File: config.mk
export PLATFORM = sky130hd
export DESIGN_NAME = rr_arbiter4
export DESIGN_NICKNAME = d
export VERILOG_FILES = /design/src/rtl/rr_arbiter4.sv
export SDC_FILE = /design/constraint.sdc
export NUM_CORES = 1
export LEC_CHECK = 0
export BUFFER_PORTS_ARGS = -buffer_cell sky130_fd_sc_hd__buf_2
export CORE_MARGIN = 5
export CORE_UTILIZATION = 40
export DETAILED_ROUTE_END_ITERATION = 12
export PLACE_DENSITY = 0.63
export SYNTH_ARGS = -nofsm -noshare
export SYNTH_HDL_FRONTEND = slang
export SYNTH_SLANG_ARGS = --single-unit
File: constraint.sdc
create_clock -name clk -period 2.63 [get_ports clk]
set_input_delay 0.263 -clock clk [delete_from_list [all_inputs] [get_ports clk]]
set_output_delay 0.263 -clock clk [all_outputs]
set_load 0.01 [all_outputs]
File: src/rtl/rr_arbiter4.sv
`default_nettype none
// ============================================================================
// Module   : rr_arbiter4
// Purpose  : Four-requester round-robin arbiter with a bounded hold time.
//            A registered 2-bit grant index is decoded into a one-hot grant
//            vector, qualified by a valid flag. A hold counter limits each
//            tenure to MAX_HOLD cycles while other requesters are waiting.
// Ports    : clk       - clock, all state changes on the rising edge
//            rst       - synchronous active-high reset
//            req[3:0]  - request vector, req[i] held high until done
//            gnt[3:0]  - one-hot grant (all zero when no grant is active)
//            gnt_idx   - index of the current or most recent grantee
//            gnt_valid - high while a grant is active
// Revision : 1.0 - initial release
// ============================================================================
module rr_arbiter4 #(
  parameter int MAX_HOLD = 8   // legal range 1..255
) (
  input  logic       clk,
  input  logic       rst,
  input  logic [3:0] req,
  output logic [3:0] gnt,
  output logic [1:0] gnt_idx,
  output logic       gnt_valid
);

  localparam logic [0:0] c_st_idle  = 1'b0;
  localparam logic [0:0] c_st_grant = 1'b1;
  localparam logic [7:0] c_hold_last = 8'(MAX_HOLD - 1);

  logic [0:0] state_q,    state_d;
  logic [1:0] gnt_idx_q,  gnt_idx_d;
  logic [1:0] last_idx_q, last_idx_d;
  logic [7:0] hold_cnt_q, hold_cnt_d;

  logic [1:0] w_base;
  logic [2:0] w_pick;     // {found, index}
  logic       w_cur_req;
  logic       w_others;

  function automatic logic [3:0] decode2(input logic [1:0] idx);
    decode2 = 4'b0001 << idx;
  endfunction

  // Search order base+1, base+2, base+3, base+4 (mod 4). Iterating from the
  // farthest offset down lets the nearest set bit overwrite the result.
  function automatic logic [2:0] rr_pick(input logic [1:0] base,
                                         input logic [3:0] mask);
    logic [1:0] cand;
    rr_pick = 3'b000;
    for (int k = 4; k >= 1; k--) begin
      cand = base + 2'(k);
      if (mask[cand]) rr_pick = {1'b1, cand};
    end
  endfunction

  // In GRANT the current holder sits at offset 4, so it only wins the shared
  // search when nobody else asks, which the release/preempt paths never use.
  assign w_base    = (state_q == c_st_idle) ? last_idx_q : gnt_idx_q;
  assign w_pick    = rr_pick(w_base, req);
  assign w_cur_req = req[gnt_idx_q];
  assign w_others  = |(req & ~decode2(gnt_idx_q));

  // State register
  always_ff @(posedge clk) begin
    if (rst) begin
      state_q    <= c_st_idle;
      gnt_idx_q  <= 2'b00;
      last_idx_q <= 2'b11;   // first grant after reset favours requester 0
      hold_cnt_q <= 8'd0;
    end else begin
      state_q    <= state_d;
      gnt_idx_q  <= gnt_idx_d;
      last_idx_q <= last_idx_d;
      hold_cnt_q <= hold_cnt_d;
    end
  end

  // Next-state logic
  always_comb begin
    state_d    = state_q;
    gnt_idx_d  = gnt_idx_q;
    last_idx_d = last_idx_q;
    hold_cnt_d = hold_cnt_q;
    case (state_q)
      c_st_idle: begin
        if (w_pick[2]) begin
          state_d    = c_st_grant;
          gnt_idx_d  = w_pick[1:0];
          hold_cnt_d = 8'd0;
        end
      end
      c_st_grant: begin
        if (!w_cur_req) begin
          // Holder released: hand off with no gap, or fall back to idle.
          last_idx_d = gnt_idx_q;
          hold_cnt_d = 8'd0;
          if (w_pick[2]) begin
            gnt_idx_d = w_pick[1:0];
          end else begin
            state_d = c_st_idle;
          end
        end else if (hold_cnt_q == c_hold_last) begin
          // Tenure limit: preempt only if someone else is waiting.
          hold_cnt_d = 8'd0;
          if (w_others) begin
            last_idx_d = gnt_idx_q;
            gnt_idx_d  = w_pick[1:0];
          end
        end else begin
          hold_cnt_d = hold_cnt_q + 8'd1;
        end
      end
      default: state_d = c_st_idle;
    endcase
  end

  // Output logic: decoded from registers only, no path from req.
  always_comb begin
    gnt_valid = (state_q == c_st_grant);
    gnt_idx   = gnt_idx_q;
    gnt       = gnt_valid ? decode2(gnt_idx_q) : 4'b0000;
  end

endmodule
`default_nettype wire

==> results.txt <==
The run finished with clean final reports. Per report_power, the sequential group accounts for 48.5% of the total. The mapped netlist covers 905 um2. The worst clock skew is 0.000465 ns. Tracing the worst setup path back leads to its startpoint at hold_cnt_q[0]. The longest clock path from root to sink contains 2 buffers.

The worst setup path is launched from a flip-flop. The detailed router's first-iteration violation count is 21. The endpoint identified for the worst register-to-register timing path is gnt_idx[1]. The effective utilization at floorplan came out at 41.3%.

The achievable clock frequency came out at 474 MHz. The number of antenna diodes in the final layout is 0. The proportion of register bits with asynchronous set or reset after synthesis came out at 0%. The sequential cell area is 260 um2. The worst reg-to-reg setup slack came out at 0.52 ns. The clock reaches the later pin of the worst-skew pair after 0.28 ns. After synthesis, the largest family of logic cells by area is simple AND/OR/NAND/NOR gates. The total number of cells along the worst setup path came out at 6.

The number of placed instances, taps included, is 135. The critical path in this run is classified as flip-flop to flip-flop. The ratio of cells with drive above 1 in the final layout is 23.4%. The number of antenna violations at the first check in global routing is 0. The power density over the cells came out at 494 nW/um2. The synthesized netlist devotes 1.38% of its cell area to adder and majority cells. The fraction of synthesized area in multiplexers came out at 11.5%. The maximum number of pins on one net before global-route repair came out at 14. The detailed-route DRC error count is 0.

The count of flip-flops with a built-in enable after synthesis is 0. The design internal power came out at 326 uW. Traced cell by cell, the critical path runs through ha_1 > or4b_4 > nor4b_4 > o221a_4 > o21bai_4 > mux2_4. The number of nets in the synthesized netlist is 108.

The sum of routed wire length over all layers came out at 1850 um. The cell type of the slowest stage on the worst timing path is sky130_fd_sc_hd__or4b_4. The most used flip-flop cell after synthesis is sky130_fd_sc_hd__dfxtp_1. The floorplan die area is 3310 um2. The final weighted congestion in routability-driven placement is 0.789. From bottom edge to top edge, the die measures 57.6 um. The clock-pin slew on the worst setup and hold paths came out at 0.08 ns. The area of the multi-input gates came out at 558 um2. The all-layer global routing usage is 12.2%. The die boundary width came out at 57.6 um. Clock tree synthesis found a total of 13 sinks. Post-CTS repair changed the size of 0 cells. The area added between synthesis and finish is 6.78%. The total of max-cap violations is 0. CTS placed an instance of sky130_fd_sc_hd__clkbuf_4 at the clock tree root. The I/O pin count is 13. The number of non-filler instances in the completed layout came out at 139.

The worst pin sits at a relative slew slack of 70.4%. The total of buffers placed on input and output ports came out at 12. The kind of cell with the highest combined delay along the critical path is simple AND/OR/NAND/NOR gates. The number of optimization iterations in the first detailed-route pass is 4. The wire length of the first global-routing pass is 3170 um. The hold violation total from the final report came to 0.

The commonest non-fill, non-tap cell in the layout is sky130_fd_sc_hd__dfxtp_1. The setup TNS came out at 0 ns. The largest driver fanout on the critical path came out at 5. Setup violations remaining at the end of the flow were counted as 0. The synthesized design contains 13 register bits. The number of instances in the synthesized netlist is 101. The routed length per placed instance is 13.3 um. The buffers plus inverters on the worst setup path is 0. The category of the worst setup path capture point is a flip-flop. The fraction of power spent switching nets is 31.7%. The leakage power came out at 0.416 nW. Setup repair after global routing left no endpoint under its margin. The clock network fraction of total power is 26.0%. The CTS H-tree depth came out at 1. The complex-gate fraction of the synthesized area is 17.8%.

The row count is 17. The shortest clock period the worst path allows after layout is 2.11 ns. The area share of and/or/nand/nor cells after synthesis came out at 25.2%. The final-report max-slew violation count came out at 0.

The number of vias per cell after detailed routing is 5.59. The tightest min-delay check is of the input pin to flip-flop type. The number of setup buffers added after CTS is 0. The data arrival time at the worst-slack endpoint came out at 2.28 ns. The residual antenna-violating net count after detailed routing came out at 0. Following the worst setup path forward leads to its endpoint at gnt_idx[1].

The synthesized area per cell came out at 8.96 um2. The number of distinct library cell variants in the gate-level netlist after synthesis is 37. The delay contributed by the slowest stage of the critical path came out at 0.49 ns. The number of global-route vias before repair was 720. The residual overflow from global routing is 0. The final layout contains 119 nets. The combinational share of power is 25.5%. The power after layout is 477 uW. TritonCTS built the clock tree. The half-perimeter wire length after detailed placement came out at 1420 um.

The final cell utilization of the core came out at 44.1%. The parity-gate share of the synthesized area counting xor and xnor cells is 5.81%. During synthesis, Yosys emitted a total of 0 warnings. The launch point of the worst reg-to-reg path is hold_cnt_q[0]. The hold slack is 0.238 ns. Counting the buffers created by CTS gives 3.

For the worst setup path, the data required time is 2.80 ns. The pin slew with the least headroom to its limit came out at 0.444 ns. The analysis attributes to net switching a power of 151 uW.

The worst-case vdd ir drop is 0.223 mV. Fill cells in the final layout number 232. The post-synthesis sequential area ratio came out at 28.8%. The core outline area is 2190 um2. Dividing the final minimum period by the clock period gives 80.2%. The number of buffers added to fix hold violations after cts came out at 0. The number of cells on the worst reg-to-reg path is 6.

The total via count after detailed routing is 777. The top cell types in the final layout, fill and taps aside, are 13 x sky130_fd_sc_hd__dfxtp_1, 12 x sky130_fd_sc_hd__nor2_1, 12 x sky130_fd_sc_hd__buf_2, 11 x sky130_fd_sc_hd__nand2_1.
-- per-stage QoR --
| step | worst slack, ns | area [um2] |
|---|---|---|
| 5_1_grt | 0.422 | 966 |
| 2_1_floorplan | 0.616 | 905 |
| 4_1_cts | 0.515 | 966 |
| 6_report | 0.519 | 966 |
| 3_5_place_dp | 0.523 | 940 |
| 3_3_place_gp | 0.575 | 940 |
-- worst reg2reg max path, delay by kind of cell (launching register included) --
family          cells  cell delay (ns)
compound gates      2             0.34
fa+ha+maj           1             0.24
flops               1             0.39
mux                 1             0.30
simple gates        2             0.74
-- cells in the mapped netlist, types with 2 or more instances --
library cell | count | area, um2
sky130_fd_sc_hd__buf_6 | 5 | 56.3
sky130_fd_sc_hd__and2b_1 | 2 | 15.0
sky130_fd_sc_hd__a21oi_1 | 2 | 10.0
sky130_fd_sc_hd__nor2_1 | 12 | 45.0
sky130_fd_sc_hd__a31oi_1 | 3 | 18.8
sky130_fd_sc_hd__nor4_1 | 2 | 12.5
sky130_fd_sc_hd__dfxtp_1 | 13 | 260
sky130_fd_sc_hd__o21ai_0 | 5 | 25.0
sky130_fd_sc_hd__or3_1 | 2 | 12.5
sky130_fd_sc_hd__nand4_1 | 3 | 18.8
sky130_fd_sc_hd__inv_1 | 5 | 18.8
sky130_fd_sc_hd__mux2i_1 | 4 | 40.0
sky130_fd_sc_hd__nor3_1 | 2 | 10.0
sky130_fd_sc_hd__xor2_1 | 5 | 43.8
sky130_fd_sc_hd__mux2_4 | 2 | 30.0
sky130_fd_sc_hd__o221ai_1 | 2 | 17.5
sky130_fd_sc_hd__o21a_1 | 2 | 15.0
sky130_fd_sc_hd__nand2_1 | 11 | 41.3
-- flip-flops by register name, indices dropped and copies added (netlist names) --
| signal | cells |
|---|---|
| gnt_idx | 2 |
| gnt_valid | 1 |
| hold_cnt_q | 8 |
| last_idx_q | 2 |
-- power groups by stage --
stage | Clock, mW | Combinational (mW) | Sequential [mW]
floorplan | 0 | 0.109 | 0.226
global placement | 0 | 0.118 | 0.234
detailed placement | 0 | 0.122 | 0.235
CTS | 0.129 | 0.122 | 0.231
global route | 0.140 | 0.134 | 0.234
finish | 0.124 | 0.122 | 0.231
-- cell type report --
type | instances | area share, %
well taps | 28 | 3.63
clock buffers | 4 | 2.72
flip-flops and latches | 13 | 26.9
inverters | 5 | 1.94
multi-input cells | 76 | 57.8
repair buffers | 13 | 6.99
-- worst min path at each step --
stage	slack, ns	start	depth (start not counted)	end
2_1_floorplan	0.34	rst	1	gnt_valid
3_3_place_gp	0.52	last_idx_q[0]	2	last_idx_q[0]
3_5_place_dp	0.52	last_idx_q[0]	2	last_idx_q[0]
4_1_cts	0.22	rst	2	gnt_valid
5_1_grt	0.25	rst	2	gnt_valid
6_report	0.24	rst	2	gnt_valid
-- logic make-up (layout without fill, tap and decap cells) --
family,after synthesis,count (layout)
buf+inv,12,22
flops,13,13
fa+ha+maj,1,1
simple gates,41,41
compound gates,20,20
xor+xnor,6,6
mux,8,8
-- per-layer routing --
layer  vias up  GRT usage, %  wire length, um
met1       374          14.2              794
li1        382             -                -
met4         0          4.97               27
met3         4          3.85               92
met2        17          20.6              939
met5         -             0                0
Power figures use the tool's default switching activity.
